## config.mk

```make
export PLATFORM = sky130hd
export DESIGN_NAME = shift_sequencer
export DESIGN_NICKNAME = d
export VERILOG_FILES = /design/src/rtl/shift_sequencer_pkg.sv /design/src/rtl/shift_step.sv /design/src/rtl/shift_sequencer.sv
export SDC_FILE = /design/constraint.sdc
export NUM_CORES = 1
export LEC_CHECK = 0
export CAP_MARGIN = 20
export CORE_UTILIZATION = 55
export DETAILED_ROUTE_END_ITERATION = 7
export PLACE_DENSITY = 0.76
export SYNTH_ARGS = -nofsm -noshare
export SYNTH_HDL_FRONTEND = slang
export SYNTH_HIERARCHICAL = 1
export SYNTH_SLANG_ARGS = --single-unit
```

## constraint.sdc

```tcl
create_clock -name clk -period 7.1 [get_ports clk]
set_input_delay 0.71 -clock clk [delete_from_list [all_inputs] [get_ports clk]]
set_output_delay 0.71 -clock clk [all_outputs]
set_load 0.005 [all_outputs]
```

## src/rtl/shift_sequencer_pkg.sv

```systemverilog
// Shared encodings and constants for the multi-cycle shift sequencer.
// Rotate support is selected at build time by SHIFT_SEQ_ROTATE_EN.
package shift_sequencer_pkg;

    localparam int DATA_W     = 32;
    localparam int SHAMT_W    = 5;
    localparam int STEP_W     = 3;
    localparam int STEP_MAX_C = 7;

    typedef enum logic [1:0] {
        OP_SLL = 2'b00,
        OP_SRL = 2'b01,
        OP_SRA = 2'b10,
        OP_ROL = 2'b11
    } op_e;

    typedef enum logic [1:0] {
        ST_IDLE  = 2'b00,
        ST_SHIFT = 2'b01,
        ST_DONE  = 2'b10
    } state_e;

    // Distance to shift this cycle: the smaller of what is left and the per-cycle limit.
    function automatic logic [STEP_W-1:0] clip_step(input logic [SHAMT_W-1:0] rem,
                                                    input logic [SHAMT_W-1:0] lim);
        logic [STEP_W-1:0] step;
        if (rem > lim) begin
            step = lim[STEP_W-1:0];
        end else begin
            step = rem[STEP_W-1:0];
        end
        return step;
    endfunction

endpackage

```

## src/rtl/shift_step.sv

```systemverilog
// Combinational 32-bit shift by 0..7 built from three 2:1 mux stages (1, 2, 4).
// Rotate fill is only built when SHIFT_SEQ_ROTATE_EN is defined; otherwise OP_ROL shifts left.
module shift_step
    import shift_sequencer_pkg::*;
(
    input  logic [31:0] data,
    input  logic [2:0]  amt,
    input  logic [1:0]  op,
    input  logic        fill,
    output logic [31:0] shifted
);

    logic [31:0] stage1_s;
    logic [31:0] stage2_s;
    logic [31:0] stage4_s;

    // One mux stage: pass data through or shift it by a fixed distance n.
    function automatic logic [31:0] stage_shift(input logic [31:0] d,
                                                input logic        en,
                                                input int unsigned n,
                                                input op_e         o,
                                                input logic        f);
        logic [31:0] r;
        logic [31:0] fill_mask;
        if (f) begin
            fill_mask = ~(32'hFFFF_FFFF >> n);
        end else begin
            fill_mask = 32'h0000_0000;
        end
        case (o)
            OP_SLL:  r = d << n;
            OP_SRL:  r = d >> n;
            OP_SRA:  r = (d >> n) | fill_mask;
`ifdef SHIFT_SEQ_ROTATE_EN
            OP_ROL:  r = (d << n) | (d >> (32 - n));
`else
            OP_ROL:  r = d << n;
`endif
            default: r = d << n;
        endcase
        if (en) begin
            return r;
        end else begin
            return d;
        end
    endfunction

    // Cascade the 1-, 2- and 4-bit stages.
    always_comb begin
        stage1_s = stage_shift(data,     amt[0], 1, op_e'(op), fill);
        stage2_s = stage_shift(stage1_s, amt[1], 2, op_e'(op), fill);
        stage4_s = stage_shift(stage2_s, amt[2], 4, op_e'(op), fill);
        shifted  = stage4_s;
    end

endmodule

```

## src/rtl/shift_sequencer.sv

```systemverilog
// Multi-cycle barrel shifter: accepts an operation, shifts up to STEP_MAX bits per cycle,
// then pulses done with the result. Define SHIFT_SEQ_ROTATE_EN to enable op=11 rotate-left.
module shift_sequencer
    import shift_sequencer_pkg::*;
#(
    parameter int STEP_MAX = STEP_MAX_C
) (
    input  logic        clk,
    input  logic        rst_n,
    input  logic        start,
    input  logic [1:0]  op,
    input  logic [31:0] dataIn,
    input  logic [4:0]  shAmt,
    output logic        ready,
    output logic        busy,
    output logic        done,
    output logic [31:0] result
);

    state_e       state_r;
    state_e       state_next_s;
    logic [31:0]  work_r;
    logic [31:0]  work_next_s;
    logic [4:0]   remaining_r;
    logic [4:0]   remaining_next_s;
    logic [1:0]   op_r;
    logic [1:0]   op_next_s;
    logic         fill_r;
    logic         fill_next_s;
    logic [2:0]   step_s;
    logic [31:0]  shifted_s;
    logic [31:0]  result_r;
    logic         done_r;
    logic         ready_r;
    logic         busy_r;

    assign step_s = clip_step(remaining_r, 5'(STEP_MAX));

    shift_step u_shift_step (
        .data    (work_r),
        .amt     (step_s),
        .op      (op_r),
        .fill    (fill_r),
        .shifted (shifted_s)
    );

    // Next-state and datapath update for IDLE -> SHIFT* -> DONE -> IDLE.
    always_comb begin
        state_next_s     = state_r;
        work_next_s      = work_r;
        remaining_next_s = remaining_r;
        op_next_s        = op_r;
        fill_next_s      = fill_r;
        case (state_r)
            ST_IDLE: begin
                if (start) begin
                    work_next_s      = dataIn;
                    remaining_next_s = shAmt;
                    op_next_s        = op;
                    fill_next_s      = dataIn[31];
                    if (shAmt == 5'd0) begin
                        state_next_s = ST_DONE;
                    end else begin
                        state_next_s = ST_SHIFT;
                    end
                end else begin
                    state_next_s = ST_IDLE;
                end
            end
            ST_SHIFT: begin
                work_next_s      = shifted_s;
                remaining_next_s = remaining_r - {2'b00, step_s};
                if (remaining_next_s == 5'd0) begin
                    state_next_s = ST_DONE;
                end else begin
                    state_next_s = ST_SHIFT;
                end
            end
            ST_DONE: begin
                state_next_s = ST_IDLE;
            end
            default: begin
                state_next_s = ST_IDLE;
            end
        endcase
    end

    // State, datapath and registered handshake outputs; result loads only on entry to DONE.
    always_ff @(posedge clk or negedge rst_n) begin
        if (!rst_n) begin
            state_r     <= ST_IDLE;
            work_r      <= 32'h0000_0000;
            remaining_r <= 5'd0;
            op_r        <= 2'b00;
            fill_r      <= 1'b0;
            result_r    <= 32'h0000_0000;
            done_r      <= 1'b0;
            ready_r     <= 1'b1;
            busy_r      <= 1'b0;
        end else begin
            state_r     <= state_next_s;
            work_r      <= work_next_s;
            remaining_r <= remaining_next_s;
            op_r        <= op_next_s;
            fill_r      <= fill_next_s;
            if ((state_next_s == ST_DONE) && (state_r != ST_DONE)) begin
                result_r <= work_next_s;
            end else begin
                result_r <= result_r;
            end
            done_r      <= (state_next_s == ST_DONE);
            ready_r     <= (state_next_s == ST_IDLE);
            busy_r      <= (state_next_s != ST_IDLE);
        end
    end

    assign ready  = ready_r;
    assign busy   = busy_r;
    assign done   = done_r;
    assign result = result_r;

endmodule

```

==> impl_results.rst, run 1 <==
.. list-table::
   :header-rows: 1

   * - Metric
     - Value
   * - Required @ worst endpoint
     - between 7000 and 8000 ps
   * - Max-cap violations
     - 0
   * - Hold-fix buffers, CTS
     - 0
   * - Count of input and output buffers
     - between 70 and 80
   * - Final HPWL from detailed placement
     - about 14000 um
   * - Vert. Die Dim
     - ~110 um
   * - NumNets Final
     - just under 800
   * - Flip-flop and latch area
     - between 1500 and 2000 sq um
   * - Overall power consumption
     - ~4.3 mW
   * - Synthesized area per cell
     - between 8 and 9 sq um
   * - Number of different library cells in the post-synthesis netlist
     - between 60 and 70
   * - Residual overflow from global routing
     - 0
   * - HP Class
     - in -> async
   * - Post-DRT Antenna Nets
     - 0
   * - RSZ-0062 raised after global routing
     - false
   * - Crit path largest cell delay
     - approximately 820 ps
   * - Final Slew Violations
     - 0
   * - PwrDens
     - around 620 nW/um^2
   * - Post_cts resized
     - 0
   * - Number of clock sinks seen by CTS
     - 77
   * - CP arrival
     - around 4400 ps
   * - Average via count per standard cell
     - 7.23
   * - Fraction of final layout cells sized beyond drive strength 1
     - 11.7%
   * - Hold violation total from the final report
     - 0
   * - EDFF count, synth
     - 0
   * - Ys async rst share
     - 100%
   * - Number of iterations in the first detailed-routing pass
     - 8
   * - Highest-delay cell along the critical path
     - nor2_1
   * - CTS HTree Levels
     - 3
   * - Cell-by-cell trace of the critical path
     - inv_1 -> ha_1 -> buf_4 -> nor2b_1 -> nand2_1 -> nor2_1 -> a221oi_1 -> o221ai_1 -> a22oi_1 -> o21ai_0 -> mux2_4
   * - Bufs on Longest Clock Path
     - 2
   * - Sum Neg Setup Slack
     - 0 ps
   * - Maximum VDD drop
     - 0.404 mV
   * - Tcrit/Tclk final
     - 57.5%
   * - Routability congestion estimate from global placement
     - around 0.96
   * - Crit path max-delay family
     - simple AND/OR/NAND/NOR gates
   * - Floorplan die area
     - approximately 11000 sq um
   * - Clock transition at the register clock pins on the worst setup and hold paths after CTS
     - 90 ps
   * - Num CTS Buffers
     - 9
   * - Synthesized flop and latch total
     - 77
   * - Worst slew slack as a fraction of its limit
     - 31.0%
   * - Outcome
     - finished, violations left
   * - Leading register cell type out of synthesis
     - dfrtp_1
   * - Slew at the pin closest to its max-slew limit
     - about 1000 ps
   * - Setup clock skew after layout
     - about 15 ps
   * - Largest net degree at the start of global routing
     - between 70 and 80
   * - IO Pins
     - a little under 80
   * - Max Freq
     - around 240 MHz
   * - Failing checks
     - design-rule violations
   * - Path depth of the worst reg2reg path
     - 11
   * - Overall track demand over capacity in global routing
     - 37.2%
   * - Number of gates on the worst path with buffers counted
     - 11
   * - FILL cells
     - around 860
   * - Pleak
     - 2.62 nW
   * - Wire length of the first global-routing pass
     - between 30000 and 40000 um
   * - Net count after synthesis
     - between 700 and 800
   * - Count of yosys warnings during synthesis
     - 6
   * - Cell area after synthesis
     - slightly below 6000 sq um
   * - Growth of design area from synthesis to finish
     - 16.0%
   * - Kind of start point of the critical path
     - flip-flop
   * - Detailed-route via count
     - ~6200
   * - Finish-stage setup viols
     - 0
   * - Placeable core region
     - between 10000 and 15000 sq um
   * - Effective utilization at floorplan
     - a little under three fifths
   * - Detailed-route DRC error count
     - 9
   * - Min Clock Period, post-route
     - 4080 ps
   * - Area used by multi-input combinational logic
     - around 3700 sq um
   * - Initial antenna violation count
     - 0
   * - Buf+Inv Stages, Crit Path
     - 2
   * - Maximum fanout along the worst path
     - 30
   * - TritonCTS clock tree
     - built
   * - Final Routed Wirelength
     - 20600 um
   * - Clock latency reported for the late side of the worst-skew pair
     - between 300 and 400 ps
   * - First-iteration detailed-routing DRC count
     - roughly 950
   * - Number of standard cells after synthesis
     - around 690
   * - Placement row count
     - 37
   * - Postcts setup bufs
     - 0
   * - Number of global-route vias before repair
     - approximately 5900
   * - Register area share after synthesis
     - approximately a third
   * - Detail-routed net length per standard cell
     - roughly 24 um
   * - Horizontal die dimension
     - 106 um
   * - Library cell used as clock root buffer
     - clkbuf_8
   * - Classification of the worst setup path
     - reg -> reg
   * - Most common cell after layout, fill and taps aside
     - dfrtp_1
   * - Number of antenna diodes
     - 0
   * - Most used cells in the layout excluding fill and tap cells
     - dfrtp_1, clkdlybuf4s50_1, o21ai_0
   * - Critical path endpoint category
     - flip-flop
## power by group
| group | internal (mW) | total (mW) | switching, mW | leakage [nW] |
|---|---|---|---|---|
| Clock | 0.162 | 0.342 | 0.180 | 0.0923 |
| Combinational | 1.20 | 3.08 | 1.89 | 1.55 |
| Sequential | 0.639 | 0.842 | 0.203 | 0.975 |
| Total | 2.00 | 4.27 | 2.27 | 2.62 |
## worst paths after layout
path,from,endpoint,slack [ps]
setup reg to reg,op_r[0]$_DFFE_PN0P_,result[19]$_DFFE_PN0P_,3020
hold reg to reg,result[28]$_DFFE_PN0P_,result[28]$_DFFE_PN0P_,510
max in group asynchronous,rst_n,work_r[21]$_DFF_PN0_,6210
min in group clk,result[28]$_DFFE_PN0P_,result[28]$_DFFE_PN0P_,510
setup / recovery,op_r[0]$_DFFE_PN0P_,result[19]$_DFFE_PN0P_,3020
hold / removal,rst_n,remaining_r[0]$_DFFE_PN0P_,280
## kinds of logic after synthesis
logic type | Yosys count | synth area share, %
buffers and inverters | 77 | 6.01
AO/OA/AOI/OAI | 307 | 35.4
adder cells (fa/ha/maj) | 5 | 1.05
multiplexers | 37 | 8.78
AND/OR/NAND/NOR | 182 | 16.4
flip-flops | 77 | 32.4
## worst reg2reg max path, cell delays in order (launching register included)
cell	delay, ps
dfrtp_1	380
inv_1	70
ha_1	280
buf_4	320
nor2b_1	720
nand2_1	580
nor2_1	820
a221oi_1	250
o221ai_1	160
a22oi_1	100
o21ai_0	150
mux2_4	200
## flip-flops by register name, indices dropped and copies added, names as in the netlist
name         count
busy             1
done             1
fill_r           1
op_r             2
ready            1
remaining_r      5
result          32
state_r          2
work_r          32
## layout make-up
cell class / count / area share (%)
Clock inverter: 6 / 0.924
Clock buffer: 10 / 1.85
Tap cell: 136 / 2.46
Timing Repair Buffer: 93 / 13.0
Inverter: 11 / 0.598
Multi-Input combinational cell: 531 / 53.2
Sequential cell: 77 / 27.9
## metrics by stage
step                std cells  hold slack (ps)  util (%)  setup WS, ps  instance area (sq um)
finish                    864              276      66.3          3020                   6910
detailed placement        847              499      64.3          3280                   6690
global placement          847              493      64.3          3380                   6690
floorplan                 685              414         -          4420                   5950
CTS                       863              507      66.1          3240                   6890
global route              864              315      66.3          2790                   6910
## per-layer routing
layer | vias to the layer above | part of all wire (%) | wire length [um] | track usage (%)
li1 | 2736 | - | - | -
met1 | 3035 | 41 | 8330 | 49.7
met2 | 427 | 46 | 9390 | 58.7
met3 | 50 | 11 | 2310 | 8.09
met4 | 0 | 2.6 | 529 | 14.8
met5 | - | 0 | 0 | 0
## synth_stat cells (all sizes together), types with 2 or more instances
cell type  number  area share [%]
nor3            7            0.59
buf            28             2.9
a31oi          29             3.0
mux2i           2            0.34
nand3b         29             3.7
and3            2            0.21
dfrtp          76              32
a221oi         16             2.5
a22o            8             1.2
a211oi          2            0.25
inv            10            0.63
a31o            2            0.29
and2b           3            0.38
clkbuf         38             2.4
nand2b          6            0.63
nor2           55             3.6
o21a            2            0.25
a311oi          6             1.2
o211ai         11             1.4
o21bai          2            0.25
o22ai          20             2.3
ha              5             1.1
o21ai          65             5.5
o32ai           2            0.29
a222oi         14             2.4
mux2           35             8.4
o221ai          9             1.3
a22oi          47             5.9
nor2b          30             3.2
a21oi          52             4.4
or2             6            0.63
a211o           3            0.44
o2bb2ai         2            0.29
o211a           2            0.34
and2            4            0.42
o2111ai         3            0.44
nand2          22             1.4
nand3          11            0.92
or3             5            0.53
o22a            2            0.29
Power figures use the tool's default switching activity.
==> run 2, diff against run 1 <==
Settings changed: CORE_UTILIZATION 55 to 51, PLACE_DENSITY 0.76 to 0.74.
Clock period 7.1 ns to 3.4 ns, I/O delays scaled along.
==> impl_results.rst, run 2 (same netlist as run 1, synthesis figures left out) <==
.. list-table::
   :header-rows: 1

   * - Metric
     - Value
   * - Hold violation total from the final report
     - 0
   * - Count of input and output buffers
     - between 70 and 80
   * - Wire length of the first global-routing pass
     - about 34000 um
   * - Largest net degree at the start of global routing
     - between 70 and 80
   * - Critical path endpoint category
     - flip-flop
   * - Highest-delay cell along the critical path
     - or3_1
   * - Tcrit/Tclk final
     - 95.9%
   * - Crit Reg-Reg Startpoint
     - remaining_r[4]$_DFFE_PN0P_
   * - Library cell used as clock root buffer
     - clkbuf_16
   * - Worst flop-to-flop path endpoint
     - result[20]$_DFFE_PN0P_
   * - Placeable core region
     - ~11000 sq um
   * - Maximum VDD drop
     - about 0.68 mV
   * - Most common cell after layout, fill and taps aside
     - dfrtp_1
   * - Bufs on Longest Clock Path
     - 2
   * - TritonCTS clock tree
     - built
   * - Switch Pwr
     - between 4 and 5 mW
   * - Number of clock sinks seen by CTS
     - a little under 80
   * - Post-DRT Antenna Nets
     - 0
   * - Overall track demand over capacity in global routing
     - between 30% and 40%
   * - Clock transition at the register clock pins on the worst setup and hold paths after CTS
     - approximately 70 ps
   * - Effective utilization at floorplan
     - 52.1%
   * - Most used cells in the layout excluding fill and tap cells
     - dfrtp_1, clkdlybuf4s50_1, o21ai_0
   * - First-iteration detailed-routing DRC count
     - about 800
   * - CP arrival
     - 3500 ps
   * - Detailed-route via count
     - between 6000 and 7000
   * - Routability congestion estimate from global placement
     - ~0.97
   * - Final Slew Violations
     - 0
   * - CTS HTree Levels
     - 3
   * - Setup slack of the most critical reg-to-reg path
     - between 100 and 150 ps
   * - Fin Hold WS
     - between 300 and 400 ps
   * - NumNets Final
     - slightly above 800
   * - Pint
     - ~4.9 mW
   * - Maximum fanout along the worst path
     - 10
   * - Num CTS Buffers
     - 9
   * - Max-cap violations
     - 0
   * - Sum Neg Setup Slack
     - 0 ps
   * - IO Pins
     - 77
   * - Max Freq
     - 307 MHz
   * - Comb power frac
     - 71.5%
   * - PwrDens
     - 1340 nW/um^2
   * - Cell-by-cell trace of the critical path
     - or3_1 -> and2_1 -> buf_4 -> a221oi_2 -> o22a_1 -> o21ai_0 -> a22oi_1 -> o21ai_0 -> mux2_4
   * - Worst slew slack as a fraction of its limit
     - between 40% and 50%
   * - Placement row count
     - 39
   * - Setup clock skew after layout
     - about 9 ps
   * - Clock power share
     - around a tenth
   * - Horizontal die dimension
     - approximately 110 um
   * - Classification of the worst setup path
     - reg -> reg
   * - Most Frequent Cell on Critical Path
     - o21ai_0
   * - Finish-stage setup viols
     - 0
   * - Number of global-route vias before repair
     - between 6000 and 7000
   * - Final HPWL from detailed placement
     - 15500 um
   * - Path depth of the worst reg2reg path
     - 9
   * - Growth of design area from synthesis to finish
     - 23.5%
   * - Kind of start point of the critical path
     - flip-flop
   * - Pleak
     - about 2.9 nW
   * - Switch share
     - 50.5%
   * - Number of antenna diodes
     - 0
   * - Post-Route Utilization
     - 64.4%
   * - Vert. Die Dim
     - ~110 um
   * - Number of iterations in the first detailed-routing pass
     - 7
   * - Average via count per standard cell
     - around 7
   * - Residual overflow from global routing
     - 0
   * - Detailed-route DRC error count
     - 0
   * - Overall power consumption
     - between 9 and 10 mW
   * - HP Class
     - in -> async
   * - Floorplan die area
     - 12100 sq um
   * - Finished Layout Cells
     - slightly above 900
   * - Detail-routed net length per standard cell
     - 24.6 um
   * - Crit path largest cell delay
     - 640 ps
   * - Slew at the pin closest to its max-slew limit
     - 867 ps
   * - RSZ-0062 raised after global routing
     - false
   * - Final Routed Wirelength
     - ~22000 um
   * - Outcome
     - complete, no violations
   * - Inst Count DP
     - between 800 and 900
   * - Clock latency reported for the late side of the worst-skew pair
     - 350 ps
   * - Min Clock Period, post-route
     - around 3300 ps
   * - Required @ worst endpoint
     - roughly 3600 ps
   * - Sequential share of power
     - a little under a fifth
   * - Fraction of final layout cells sized beyond drive strength 1
     - 16.3%
   * - Initial antenna violation count
     - 0
run 2: worst max-delay path: cells and delay by family, from the launching register on:
| family | cells | cell delay [ps] |
|---|---|---|
| compound gates | 5 | 1170 |
| mux | 1 | 280 |
| simple gates | 2 | 1000 |
| flops | 1 | 460 |
| buf+inv | 1 | 220 |
run 2: power by group through the flow:
stage | registers [mW] | logic (mW) | clock network, mW
2_1_floorplan | 1.61 | 4.44 | 0
3_3_place_gp | 1.77 | 6.70 | 0
3_5_place_dp | 1.78 | 6.75 | 0
4_1_cts | 1.78 | 6.80 | 1.01
5_1_grt | 1.84 | 7.49 | 1.05
6_report | 1.81 | 7.05 | 1.00
run 2: final cells by class:
cell class,count,area (sq um)
clock buffers,11,243
clock inverters,5,58.8
fillers,973,4060
inverters,11,41.3
multi-input cells,531,3680
flip-flops and latches,77,1930
well taps,143,179
repair buffers,133,1220
run 2: stage by stage:
step	setup WS, ps	cell area (sq um)
finish	138	7360
global route	12.0	7360
CTS	6.70	7300
detailed placement	55.4	7000
global placement	-3.73	7000
floorplan	719	5950
run 2: per-layer routing:
metal	routed length (um)	vias to the layer above	GRT usage [%]
met4	780	0	16.1
met5	0	-	0
met2	9820	460	55.3
met1	9280	3097	54.2
li1	-	2819	-
met3	2550	72	9.47
run 2: worst max-delay path by stage:
stage	slack, ps	from	endpoint
2_1_floorplan	720	remaining_r[4]$_DFFE_PN0P_	result[20]$_DFFE_PN0P_
3_3_place_gp	-4	remaining_r[4]$_DFFE_PN0P_	result[20]$_DFFE_PN0P_
3_5_place_dp	60	remaining_r[4]$_DFFE_PN0P_	result[20]$_DFFE_PN0P_
4_1_cts	7	remaining_r[4]$_DFFE_PN0P_	result[20]$_DFFE_PN0P_
5_1_grt	10	op_r[1]$_DFFE_PN0P_	result[3]$_DFFE_PN0P_
6_report	140	remaining_r[4]$_DFFE_PN0P_	result[20]$_DFFE_PN0P_
run 2: timing repair:
action	4_1_cts	5_1_grt
hold buffers	0	1
gates resized for setup	0	3
hold endpoints to repair	0	9
setup endpoints to repair	0	6
buffers inserted	0	1
